`src/rtl/axis_fifo.sv`:
```
// First-word-fall-through FIFO for 8-bit AXI-Stream beats with TLAST; 1-cycle push-to-head latency.
// Back-pressure: TREADY_in drops only when full (or in reset); the head holds steady while TREADY_out is low.
module axis_fifo #(
  parameter int DEPTH  = 16,
  parameter int ADDR_W = $clog2(DEPTH)
) (
  input  logic              ACLK,
  input  logic              ARESETn,
  input  logic [7:0]        DATA_in,
  input  logic              TVALID_in,
  input  logic              TLAST_in,
  output logic              TREADY_in,
  output logic [7:0]        DATA_out,
  output logic              TVALID_out,
  output logic              TLAST_out,
  input  logic              TREADY_out,
  output logic [ADDR_W:0]   level,
  output logic [ADDR_W:0]   pkt_count
);

  localparam logic [ADDR_W:0] CNT_ONE = {{ADDR_W{1'b0}}, 1'b1};

  logic [8:0]      mem [DEPTH];
  logic [ADDR_W:0] wr_ptr;
  logic [ADDR_W:0] rd_ptr;
  logic [8:0]      head;
  logic            empty;
  logic            full;
  logic            push;
  logic            pop;
  logic            pkt_inc;
  logic            pkt_dec;

  // Extra pointer MSB tells a wrapped-full pointer pair apart from an empty one.
  assign empty = (wr_ptr == rd_ptr);
  assign full  = (wr_ptr[ADDR_W-1:0] == rd_ptr[ADDR_W-1:0]) &&
                 (wr_ptr[ADDR_W] != rd_ptr[ADDR_W]);

  assign TREADY_in  = !full && ARESETn;
  assign TVALID_out = !empty;

  assign head      = empty ? 9'd0 : mem[rd_ptr[ADDR_W-1:0]];
  assign DATA_out  = head[7:0];
  assign TLAST_out = head[8];

  assign push    = TVALID_in && TREADY_in;
  assign pop     = TVALID_out && TREADY_out;
  assign pkt_inc = push && TLAST_in;
  assign pkt_dec = pop && TLAST_out;

  // Storage is not reset; the pointers alone decide what is visible.
  always_ff @(posedge ACLK) begin
    if (push) begin
      mem[wr_ptr[ADDR_W-1:0]] <= {TLAST_in, DATA_in};
    end
  end

  always_ff @(posedge ACLK) begin
    if (!ARESETn) begin
      wr_ptr    <= '0;
      rd_ptr    <= '0;
      level     <= '0;
      pkt_count <= '0;
    end else begin
      if (push) begin
        wr_ptr <= wr_ptr + CNT_ONE;
      end
      if (pop) begin
        rd_ptr <= rd_ptr + CNT_ONE;
      end

      if (push && !pop) begin
        level <= level + CNT_ONE;
      end else if (pop && !push) begin
        level <= level - CNT_ONE;
      end

      if (pkt_inc && !pkt_dec) begin
        pkt_count <= pkt_count + CNT_ONE;
      end else if (pkt_dec && !pkt_inc) begin
        pkt_count <= pkt_count - CNT_ONE;
      end
    end
  end

endmodule

```
`config.mk`:
```
export PLATFORM = sky130hd
export DESIGN_NAME = axis_fifo
export DESIGN_NICKNAME = d
export VERILOG_FILES = /design/src/rtl/axis_fifo.sv
export SDC_FILE = /design/constraint.sdc
export NUM_CORES = 1
export LEC_CHECK = 0
export BUFFER_PORTS_ARGS = -buffer_cell sky130_fd_sc_hd__buf_2
export CORE_ASPECT_RATIO = 1.5
export CORE_UTILIZATION = 55
export DETAILED_ROUTE_END_ITERATION = 8
export GPL_TIMING_DRIVEN = 0
export HOLD_SLACK_MARGIN = 0.12
export PLACE_DENSITY = 0.75
export SYNTH_ARGS = -nofsm -noshare
export SYNTH_HDL_FRONTEND = slang
export SYNTH_SLANG_ARGS = --single-unit
export TNS_END_PERCENT = 10
```
`constraint.sdc`:
```
create_clock -name ACLK -period 2.7 [get_ports ACLK]
set_input_delay 0.27 -clock ACLK [delete_from_list [all_inputs] [get_ports ACLK]]
set_output_delay 0.27 -clock ACLK [all_outputs]
set_load 0.05 [all_outputs]
```
==> flow_metrics.env <==
export IMPL_status="finished with violations"
export IMPL_violations="setup timing"
export IMPL_grt_pass1_wl_mm=21.94
export IMPL_synth_most_common_cell="edfxtp_1"
export IMPL_report_final_slew_viol_count=0
export IMPL_p_leak_nw=2.819
export IMPL_synthSimpleGateAreaFrac_pct=6.975
export IMPL_hold_slack_ns=0.2327
export IMPL_ys_seq_area_share_pct=68.33
export IMPL_synth_area_leader_cell="edfxtp_1"
export IMPL_antennaDiodeCount=0
export IMPL_fillers=865
export IMPL_fin_area_sq_um=8078
export IMPL_synth_top_family_by_area="multiplexers"
export IMPL_ys_flop_type="edfxtp_1"
export IMPL_area_delta_synth_final_pct=14.88
export IMPL_overflow=0
export IMPL_port_buffers=33
export IMPL_clock_root_buffer="clkbuf_16"
export IMPL_layout_drive_gt1_share_pct=30.08
export IMPL_crit_chain="buf_12 -> mux4_2 -> mux2i_1 -> mux2i_2 -> nand2_1 -> ha_2 -> inv_2 -> ha_1 -> a21o_1 -> a21oi_2 -> mux2i_1 -> mux2i_1"
export IMPL_insertion_delay_ns=0.42
export IMPL_drt_pre_antenna_iters=5
export IMPL_r2r_slack_ns=-0.13
export IMPL_drcViolationCount=0
export IMPL_io_pins=34
export IMPL_max_clock_freq_ghz=0.3528
export IMPL_utilization_pct=64.88
export IMPL_clockBufferDepth=2
export IMPL_syn_nets=431
export IMPL_final_antenna_net_count=0
export IMPL_hold_buffers=0
export IMPL_async_flop_share_pct=0
export IMPL_final_hold_viol_count=0
export IMPL_setup_viol=2
export IMPL_routed_wirelength_mm=14.34
export IMPL_tightest_slew_ns=0.6038
export IMPL_cap_viol_max_count=0
export IMPL_clk_pin_slew_ns=0.07
export IMPL_post_dp_cell_area_sq_um=7400
export IMPL_critPathMaxFanout=4
export IMPL_cts_tree="yes"
export IMPL_cpMostUsedCell="mux2i_1"
export IMPL_rsz0062_at_grt="true"
export IMPL_via_count=3803
export IMPL_start_util_pct=56.48
export IMPL_finalCritPeriodShare_pct=105.0
export IMPL_cts_made_buffers=17
export IMPL_dpl_hpwl_mm=9.136
export IMPL_dieWidth_microns=94.32
export IMPL_synthCells=403
export IMPL_synth_area_per_cell_sq_um=17.45
export IMPL_reg2reg_depth=12
export IMPL_synthTopCellsByCount="edfxtp_1, mux4_2, dfxtp_1, nand2_1, mux2i_1"
export IMPL_vias_per_cell=6.056
export IMPL_synth_seq_cells=168
export IMPL_dieArea_sq_um=13250
export IMPL_post_synth_instance_area_sq_um=7032
export IMPL_die_h_microns=140.5
export IMPL_r2r_end="pkt_count[4]"
export IMPL_required_ns=3.05
export IMPL_synth_top_cell_area_share_pct=61.49
export IMPL_relSlewSlack_pct=59.75
export IMPL_peakVddDrop_mv=0.5565
export IMPL_layout_nets=487
export IMPL_yosys_warnings=0
export IMPL_final_setup_skew_ns=0.008272
export IMPL_yosys_cell_types_count=41
export IMPL_path_class="flip-flop to flip-flop"
export IMPL_crit_arrival_ns=3.19
export IMPL_fin_ws_ns=-0.1346
export IMPL_antenna_found_initial=0
export IMPL_fin_crit_ns=2.835
export IMPL_synth_fa_ha_area_share_pct=2.883
export IMPL_drtIter0Drc=339
export IMPL_synth_xor_area_share_pct=1.868
export IMPL_fp_coreArea_sq_um=12450
export IMPL_grt_max_degree=18
export IMPL_critPathBufInv=2
export IMPL_cp_slowest_cell="mux4_2"
export IMPL_hold_path_cell_count=3
export IMPL_grt_total_usage_pct=23.45
export IMPL_gp_congestion=0.8464
export IMPL_first_global_vias=3883
export IMPL_cp_start_kind="flip-flop"
export IMPL_synthTopCellsByArea="edfxtp_1, mux4_2, dfxtp_1"
export IMPL_critPathTopFamily="multiplexers"
export IMPL_routedWlPerCell_microns=22.83
export IMPL_rows=50
export IMPL_synth_compound_area_share_pct=3.915
export IMPL_p_per_area_nw_per_um2=826.7
export IMPL_cts_htree_levels=4
export IMPL_synthMuxAreaShare_pct=13.95
export IMPL_max_stage_delay_ns=0.50
export IMPL_min_to="wr_ptr[3]"
export IMPL_synth_edf_count=144
export IMPL_hold_start="TVALID_in"
export IMPL_hold_class="primary input to flip-flop"
export IMPL_clock_sinks=168
export IMPL_crit_path_end_kind="flip-flop"
==> where the power goes <==
group	total (mW)	switching (mW)	leakage, nW	internal (mW)
Sequential	2.96	0.0694	1.49	2.89
Clock	2.43	1.05	0.285	1.38
Combinational	1.29	0.812	1.04	0.478
Total	6.68	1.93	2.82	4.75
==> registers in the layout, indices dropped and copies added, names as in the netlist, named ones only <==
name and count:
wr_ptr 5, pkt_count 5, level 5, rd_ptr 5, mem 144
==> layout by cell type (no fill, tap or decap), types with 3 or more instances in the layout <==
master | synthesis | routed
a21o_1 | 4 | 4
a21oi_1 | 12 | 9
a21oi_2 | 0 | 3
and2_1 | 7 | 7
and3_1 | 14 | 14
and4b_1 | 5 | 5
buf_2 | 6 | 39
buf_4 | 4 | 7
buf_6 | 3 | 3
clkbuf_1 | 6 | 6
clkbuf_16 | 0 | 17
clkinv_4 | 0 | 3
dfxtp_1 | 24 | 21
edfxtp_1 | 144 | 144
ha_1 | 13 | 11
inv_1 | 5 | 3
inv_2 | 1 | 3
inv_6 | 0 | 5
mux2i_1 | 17 | 16
mux4_2 | 36 | 36
nand2_1 | 21 | 21
nand2b_1 | 10 | 10
nand3_1 | 3 | 3
nor2_1 | 5 | 5
nor2b_1 | 3 | 3
nor3_1 | 10 | 10
o21ai_0 | 4 | 3
o22ai_1 | 16 | 14
xnor2_1 | 8 | 8
==> worst reg2reg max path, cell delays in order, from the launching register on <==
cell	delay [ns]
dfxtp_4	0.39
buf_12	0.12
mux4_2	0.50
mux2i_1	0.18
mux2i_2	0.13
nand2_1	0.08
ha_2	0.18
inv_2	0.05
ha_1	0.32
a21o_1	0.21
a21oi_2	0.15
mux2i_1	0.25
mux2i_1	0.20
==> what timing repair did <==
item                       4_1_cts  5_1_grt
setup endpoints to repair        6        7
setup buffers                    4        0
pin swaps                        4        2
resized for setup               14        5
==> stage by stage <==
stage	worst slack [ns]	power, mW	instances	TNS, ns
floorplan	0.008257	3.960	403	0
global placement	-0.2677	4.223	592	-0.4429
detailed placement	-0.3263	4.255	592	-0.6204
CTS	-0.1221	6.701	628	-0.1837
global route	-0.2592	6.895	628	-0.5451
finish	-0.1346	6.678	628	-0.1548
==> per-layer routing <==
| layer | GRT usage [%] | up-vias | share of wire, % |
|---|---|---|---|
| li1 | - | 1710 | - |
| met1 | 28.72 | 1949 | 38 |
| met2 | 41.50 | 131 | 56 |
| met3 | 4.072 | 13 | 5.0 |
| met4 | 7.692 | 0 | 1.1 |
| met5 | 0 | - | 0 |
==> logic make-up (layout without fill, tap and decap cells) <==
| family | Yosys count | after routing |
|---|---|---|
| buffers and inverters | 27 | 96 |
| adder cells (fa/ha/maj) | 15 | 15 |
| flip-flops | 168 | 168 |
| AND/OR/NAND/NOR | 86 | 86 |
| AO/OA/AOI/OAI | 42 | 42 |
| XOR/XNOR | 12 | 12 |
| multiplexers | 53 | 53 |
==> worst max path at each step <==
stage | startpoint | to | slack, ns | cells past startpoint
floorplan | wr_ptr[3] | pkt_count[4] | 0.008 | 14
global placement | flip-flop | pkt_count[4] | -0.27 | 12
detailed placement | flip-flop | pkt_count[4] | -0.33 | 12
CTS | flip-flop | pkt_count[4] | -0.12 | 12
global route | flip-flop | pkt_count[4] | -0.26 | 12
finish | flip-flop | pkt_count[4] | -0.13 | 12
==> cell type report <==
cell class	instances	area, sq um	area share (%)
flip-flops and latches	168	4811	59.56
plain buffers	21	137.6	1.704
clock inverters	15	165.2	2.045
inverters	6	22.52	0.2788
repair buffers	37	195.2	2.416
multi-input cells	208	2126	26.32
clock buffers	17	425.4	5.266
well taps	156	195.2	2.416
(Power assumes the default switching activity.)
